[src/rtl/cache_pkg.sv]
// Shared types and geometry for the 2-way write-back data cache controller.
package cache_pkg;

    localparam int ADDR_W = 5;
    localparam int DATA_W = 8;
    localparam int IDX_W  = 3;
    localparam int TAG_W  = ADDR_W - IDX_W;
    localparam int SETS   = 1 << IDX_W;

    typedef enum logic [2:0] {
        IDLE,
        LOOKUP,
        WRITEBACK,
        FETCH,
        FILL
    } state_t;

    typedef struct packed {
        logic             valid;
        logic             dirty;
        logic [TAG_W-1:0] tag;
    } line_meta_t;

endpackage

[src/rtl/cache_way.sv]
// One cache way: per-set valid/dirty/tag/data, combinational read, 1-cycle write.
// Read and write share the set index; no backpressure.
module cache_way
    import cache_pkg::*;
(
    input  logic              clock,
    input  logic              resetn,
    input  logic [IDX_W-1:0]  idx,
    output line_meta_t        rd_meta,
    output logic [DATA_W-1:0] rd_data,
    input  logic              wr_en,
    input  line_meta_t        wr_meta,
    input  logic [DATA_W-1:0] wr_data
);

    logic [SETS-1:0]   valid_q;
    logic [SETS-1:0]   dirty_q;
    logic [TAG_W-1:0]  tag_q  [SETS];
    logic [DATA_W-1:0] data_q [SETS];

    always_ff @(posedge clock or negedge resetn) begin
        if (!resetn) begin
            valid_q <= '0;
            dirty_q <= '0;
        end else if (wr_en) begin
            valid_q[idx] <= wr_meta.valid;
            dirty_q[idx] <= wr_meta.dirty;
        end
    end

    // Tag and data are meaningless until valid is set, so they carry no reset.
    always_ff @(posedge clock) begin
        if (wr_en) begin
            tag_q[idx]  <= wr_meta.tag;
            data_q[idx] <= wr_data;
        end
    end

    assign rd_meta.valid = valid_q[idx];
    assign rd_meta.dirty = dirty_q[idx];
    assign rd_meta.tag   = tag_q[idx];
    assign rd_data       = data_q[idx];

endmodule

[src/rtl/cache2vias_ctrl.sv]
// Write-back, write-allocate 2-way cache controller with per-set LRU bit.
// Hit completes in LOOKUP; misses hold mem_req until mem_ack; cpu_req ignored while busy.
module cache2vias_ctrl
    import cache_pkg::*;
(
    input  logic              clock,
    input  logic              resetn,
    input  logic              cpu_req,
    input  logic              cpu_we,
    input  logic [ADDR_W-1:0] cpu_addr,
    input  logic [DATA_W-1:0] cpu_wdata,
    output logic              cpu_ready,
    output logic [DATA_W-1:0] cpu_rdata,
    output logic              busy,
    output logic              hit,
    output logic              miss,
    output logic              mem_req,
    output logic              mem_we,
    output logic [ADDR_W-1:0] mem_addr,
    output logic [DATA_W-1:0] mem_wdata,
    input  logic              mem_ack,
    input  logic [DATA_W-1:0] mem_rdata
);

    state_t            state_q, state_d;
    logic              req_we_q;
    logic [ADDR_W-1:0] req_addr_q;
    logic [DATA_W-1:0] req_wdata_q;
    logic [DATA_W-1:0] fetch_q;
    logic              victim_q, victim_d;
    logic [SETS-1:0]   lru_q;
    logic              lru_set, lru_val;

    logic [IDX_W-1:0]  idx;
    logic [TAG_W-1:0]  req_tag;
    line_meta_t        meta0, meta1, vic_meta, sel_meta, wr_meta;
    logic [DATA_W-1:0] data0, data1, vic_data, wr_data;
    logic [1:0]        wr_en;
    logic              hit0, hit1, victim_sel;

    assign idx     = req_addr_q[IDX_W-1:0];
    assign req_tag = req_addr_q[ADDR_W-1:IDX_W];

    cache_way u_way0 (
        .clock(clock), .resetn(resetn), .idx(idx),
        .rd_meta(meta0), .rd_data(data0),
        .wr_en(wr_en[0]), .wr_meta(wr_meta), .wr_data(wr_data)
    );

    cache_way u_way1 (
        .clock(clock), .resetn(resetn), .idx(idx),
        .rd_meta(meta1), .rd_data(data1),
        .wr_en(wr_en[1]), .wr_meta(wr_meta), .wr_data(wr_data)
    );

    assign hit0       = meta0.valid && (meta0.tag == req_tag);
    assign hit1       = meta1.valid && (meta1.tag == req_tag);
    // Fill empty ways first so LRU only arbitrates between two live lines.
    assign victim_sel = !meta0.valid ? 1'b0 : (!meta1.valid ? 1'b1 : lru_q[idx]);
    assign sel_meta   = victim_sel ? meta1 : meta0;
    assign vic_meta   = victim_q ? meta1 : meta0;
    assign vic_data   = victim_q ? data1 : data0;
    assign busy       = (state_q != IDLE);

    always_comb begin
        state_d     = state_q;
        victim_d    = victim_q;
        cpu_ready   = 1'b0;
        cpu_rdata   = '0;
        hit         = 1'b0;
        miss        = 1'b0;
        mem_req     = 1'b0;
        mem_we      = 1'b0;
        mem_addr    = '0;
        mem_wdata   = '0;
        wr_en       = 2'b00;
        wr_meta     = '0;
        wr_data     = '0;
        lru_set     = 1'b0;
        lru_val     = 1'b0;
        case (state_q)
            IDLE: begin
                if (cpu_req) state_d = LOOKUP;
            end
            LOOKUP: begin
                if (hit0 || hit1) begin
                    hit       = 1'b1;
                    cpu_ready = 1'b1;
                    cpu_rdata = req_we_q ? req_wdata_q : (hit1 ? data1 : data0);
                    if (req_we_q) begin
                        wr_en[hit1]   = 1'b1;
                        wr_meta.valid = 1'b1;
                        wr_meta.dirty = 1'b1;
                        wr_meta.tag   = req_tag;
                        wr_data       = req_wdata_q;
                    end
                    lru_set = 1'b1;
                    lru_val = ~hit1;
                    state_d = IDLE;
                end else begin
                    miss     = 1'b1;
                    victim_d = victim_sel;
                    state_d  = (sel_meta.valid && sel_meta.dirty) ? WRITEBACK : FETCH;
                end
            end
            WRITEBACK: begin
                mem_req   = 1'b1;
                mem_we    = 1'b1;
                mem_addr  = {vic_meta.tag, idx};
                mem_wdata = vic_data;
                if (mem_ack) state_d = FETCH;
            end
            FETCH: begin
                mem_req  = 1'b1;
                mem_addr = {req_tag, idx};
                if (mem_ack) state_d = FILL;
            end
            FILL: begin
                wr_en[victim_q] = 1'b1;
                wr_meta.valid   = 1'b1;
                wr_meta.dirty   = req_we_q;
                wr_meta.tag     = req_tag;
                wr_data         = req_we_q ? req_wdata_q : fetch_q;
                cpu_ready       = 1'b1;
                cpu_rdata       = wr_data;
                lru_set         = 1'b1;
                lru_val         = ~victim_q;
                state_d         = IDLE;
            end
            default: state_d = IDLE;
        endcase
    end

    always_ff @(posedge clock or negedge resetn) begin
        if (!resetn) begin
            state_q     <= IDLE;
            req_we_q    <= 1'b0;
            req_addr_q  <= '0;
            req_wdata_q <= '0;
            fetch_q     <= '0;
            victim_q    <= 1'b0;
            lru_q       <= '0;
        end else begin
            state_q  <= state_d;
            victim_q <= victim_d;
            if (state_q == IDLE && cpu_req) begin
                req_we_q    <= cpu_we;
                req_addr_q  <= cpu_addr;
                req_wdata_q <= cpu_wdata;
            end
            if (state_q == FETCH && mem_ack) fetch_q <= mem_rdata;
            if (lru_set) lru_q[idx] <= lru_val;
        end
    end

endmodule
[config.mk]
export PLATFORM = sky130hd
export DESIGN_NAME = cache2vias_ctrl
export DESIGN_NICKNAME = d
export VERILOG_FILES = /design/src/rtl/cache_pkg.sv /design/src/rtl/cache_way.sv /design/src/rtl/cache2vias_ctrl.sv
export SDC_FILE = /design/constraint.sdc
export NUM_CORES = 1
export LEC_CHECK = 0
export CAP_MARGIN = 20
export CORE_MARGIN = 5
export CORE_UTILIZATION = 56
export DETAILED_ROUTE_END_ITERATION = 8
export HOLD_SLACK_MARGIN = 0.12
export PLACE_DENSITY = 0.75
export SYNTH_ARGS = -nofsm -noshare
export SYNTH_HDL_FRONTEND = slang
export SYNTH_SLANG_ARGS = --single-unit
[constraint.sdc]
create_clock -name clock -period 3.75 [get_ports clock]
set_input_delay 1.125 -clock clock [delete_from_list [all_inputs] [get_ports clock]]
set_output_delay 1.125 -clock clock [all_outputs]
set_load 0.1 [all_outputs]
==> impl_metrics.csv <==
group,metric,value,unit
cells_and_area,fillers,950,
min_path,min_path_type,"flop to flop",
timing,finalClockSkew,0.0201,ns
worst_setup_path,critPathMaxStageDelay,0.55,ns
cells_and_area,drive_above_1_share,35.0,%
power_and_ir_drop,p_per_area,824,mW/mm^2
synthesis,ys_seq_elements,226,
cts,clkTransAtPathRegs,0.06,ns
placed_design,gp_congestion,0.891,
global_routing,antenna_found_initial,0,
placed_design,hpwl,16300,um
synthesis,synth_top_area_cell,"edfxtp_1",
flow_run,max_cap_viol_count,0,
synthesis,syn_inst,660,
cts,holdBufCountCts,0,
cts,cts_root_buf,"clkbuf_16",
cts,cts.sinks,226,
timing,tightest_slew,1.08,ns
worst_setup_path,crit_fanout,7,
timing,rsz0062_at_grt,"yes",
cts,clk_latency,0.52,ns
worst_setup_path,crit_family,"multiplexers",
global_routing,grt_pass1_vias,6754,
placed_design,io_buffers,52,
synthesis,ys_top_cells_by_area,"edfxtp_1 50%, dfrtp_1 17%, mux2_2 3.9%",
synthesis,ys_warn_count,0,
cells_and_area,stdcell_count,1024,
worst_setup_path,arrival,3.14,ns
timing,post-route-worst-setup-slack,-0.511,ns
cells_and_area,seq_area,0.00646,sq mm
timing,timing.fmax,235,MHz
synthesis,synth_ff_type,"edfxtp_1",
route,vias,6484,
timing,finalCriticalPeriod,4.26,ns
route,remaining_drc_errors,0,
floorplanning,die_area,0.0199,sq mm
route,ant_nets,0,
cells_and_area,final_nets,812,
synthesis,synth_top_area_share,50.0,%
power_and_ir_drop,leakage,0.00449,uW
worst_setup_path,cpMaxStageDelayCell,"mux4_2",
synthesis,syn-num-nets,686,
cells_and_area,syn_to_final_growth,28.9,%
placed_design,dp.cells,957,
timing,hold_viol,0,
cells_and_area,n_antenna_cell,0,
cts,clockBufferDepth,3,
cells_and_area,multi_input_area,0.00310,sq mm
synthesis,syn_area_per_cell,14.6,sq um
floorplanning,pin_count,53,
global_routing,grt_usage,25.1,%
route,finalWirelength,24900,um
synthesis,ys_seq_area_share,67.2,%
worst_setup_path,path_cells,"buf_12 -> buf_12 -> mux2i_1 -> mux4_2 -> and3b_2 -> o211ai_4 -> buf_12 -> mux2i_2 -> o2bb2ai_2 -> buf_12",
worst_setup_path,cp.required,2.62,ns
timing,relSlewSlack,27.9,%
timing,report.final.slew_viol_count,0,
cts,cts_buffers,24,
outcome,violations,"negative setup slack",
route,wl_per_cell,24.3,um
floorplanning,die_x,141,um
timing,finalSetupTns,-8.25,ns
global_routing,grt_start_max_net_pins,67,
cts,cts_tree,"done",
worst_setup_path,path_buf_inv,4,
floorplanning,fp.dieH,141,um
synthesis,yosysUniqueCellTypes,61,
synthesis,synth_edf_count,160,
route,drt_iter0_drc,630,
worst_setup_path,cp-start-kind,"flop",
outcome,outcome,"finished with violations",
synthesis,synthArstFlopShare,29.2,%
synthesis,netlist_area,0.00961,sq mm
floorplanning,initial_core_util,57.5,%
global_routing,grt_pass1_wl,38600,um
worst_setup_path,crit_path_frequent_cell,"buf_12",
timing,setup_viol_count_final,20,
worst_setup_path,endpoint_kind,"output port",
timing,post-route-period-util,114,%
global_routing,overflow,0,
route,via_per_inst,6.33,
worst_setup_path,path_class,"flop to output port",
route,drt_pass1_iterations,5,
floorplanning,rows,47,
floorplanning,core_area,0.0167,sq mm
cts,cts_max_level,1,
power_and_ir_drop,ir_drop,855,uV
metrics by stage:
step                      hold WS [ns]  worst slack (ns)  total power [uW]  area, sq um  utilization, %
after detailed placement         0.461           -0.0750              7300        11100            66.7
after CTS                        0.478            -0.494             10000        12200            73.2
after global routing             0.496            -0.616             10600        12400            74.2
after global placement           0.453           0.00704              7190        11100            66.7
final                            0.476            -0.511             10200        12400            74.2
after floorplan                  0.436            -0.212              5850         9730               -
metal layers:
| metal | GRT usage (%) | wire length [um] | vias up |
|---|---|---|---|
| met1 | 34.1 | 9810 | 3238 |
| met4 | 8.21 | 575 | 0 |
| met5 | 0 | 0 | - |
| met2 | 40.5 | 12000 | 376 |
| li1 | - | - | 2815 |
| met3 | 5.79 | 2450 | 55 |
final timing paths:
path	start	end	slack, ns	depth (start not counted)
setup / recovery	req_addr_q[0]$_DFFE_PN0P_	cpu_rdata[7]	-0.51	10
min in group asynchronous	resetn	u_way0.dirty_q[5]$_DFFE_PN0P_	0.80	2
max in group asynchronous	resetn	req_addr_q[0]$_DFFE_PN0P_	2.34	2
hold reg to reg	u_way1.valid_q[0]$_DFFE_PN0P_	u_way1.valid_q[0]$_DFFE_PN0P_	0.48	1
hold / removal	u_way1.valid_q[0]$_DFFE_PN0P_	u_way1.valid_q[0]$_DFFE_PN0P_	0.48	1
setup reg to reg	req_addr_q[0]$_DFFE_PN0P_	u_way0.tag_q[6][0]$_DFFE_PP_	0.24	11
registers in the layout (all words and copies together) (netlist names), 16 cells and up:
| name | cells |
|---|---|
| u_way0.tag_q | 16 |
| u_way1.tag_q | 16 |
| u_way0.data_q | 64 |
| u_way1.data_q | 64 |
kinds of logic (layout without fill, tap and decap cells):
kind of cell,Yosys count,after routing,share of synthesized area [%]
and+or+nand+nor,119,119,6.46
buffers and inverters,66,210,3.53
muxes,67,67,9.15
DFF,226,226,67.2
xor gates and xnor gates,4,4,0.443
AOI/OAI and AO/OA,178,178,13.2
power by group:
group | internal [uW] | switching (uW)
Sequential | 2910 | 233
Clock | 1400 | 972
Combinational | 2040 | 2640
Total | 6360 | 3850
layout by cell type (no fill, tap or decap), types with 16 or more instances in the layout:
cell type,n
nand2_1,24
buf_12,34
o22ai_1,58
o21ai_0,18
clkdlybuf4s50_1,24
clkbuf_16,25
edfxtp_1,160
buf_4,78
nor2_1,33
mux2_2,29
inv_1,16
dfrtp_1,65
Yosys cell counts, types with 3 or more instances:
cell type and count:
a21oi_1 18, a21oi_2 4, a22oi_1 9, a2bb2oi_1 8, a31oi_1 8, and2_1 7, buf_2 19, buf_6 8
clkbuf_1 18, dfrtp_1 66, edfxtp_1 160, inv_1 18, mux2_2 33, mux2i_1 19, mux4_2 12, nand2_1 25
nand2b_1 5, nand3_1 3, nand3b_1 4, nor2_1 40, nor2b_1 5, o21ai_0 19, o21bai_1 14, o221ai_1 4
o22a_1 11, o22ai_1 59, o2bb2ai_1 7, or3_1 5, or4_1 11, xor2_1 3
cell type report:
cell class	instances	area share (%)
clock buffers	27	5.27
flip-flops and latches	226	52.1
well taps	220	2.22
multi-input cells	368	25.0
repair buffers	148	13.5
inverters	18	0.576
clock inverters	17	1.30
what timing repair did:
action	in CTS	in global routing
gates resized for setup	32	19
pin swaps	8	8
setup buffers	13	5
endpoints found under the setup margin	21	21
gates cloned	1	0
Power figures use the tool's default switching activity.
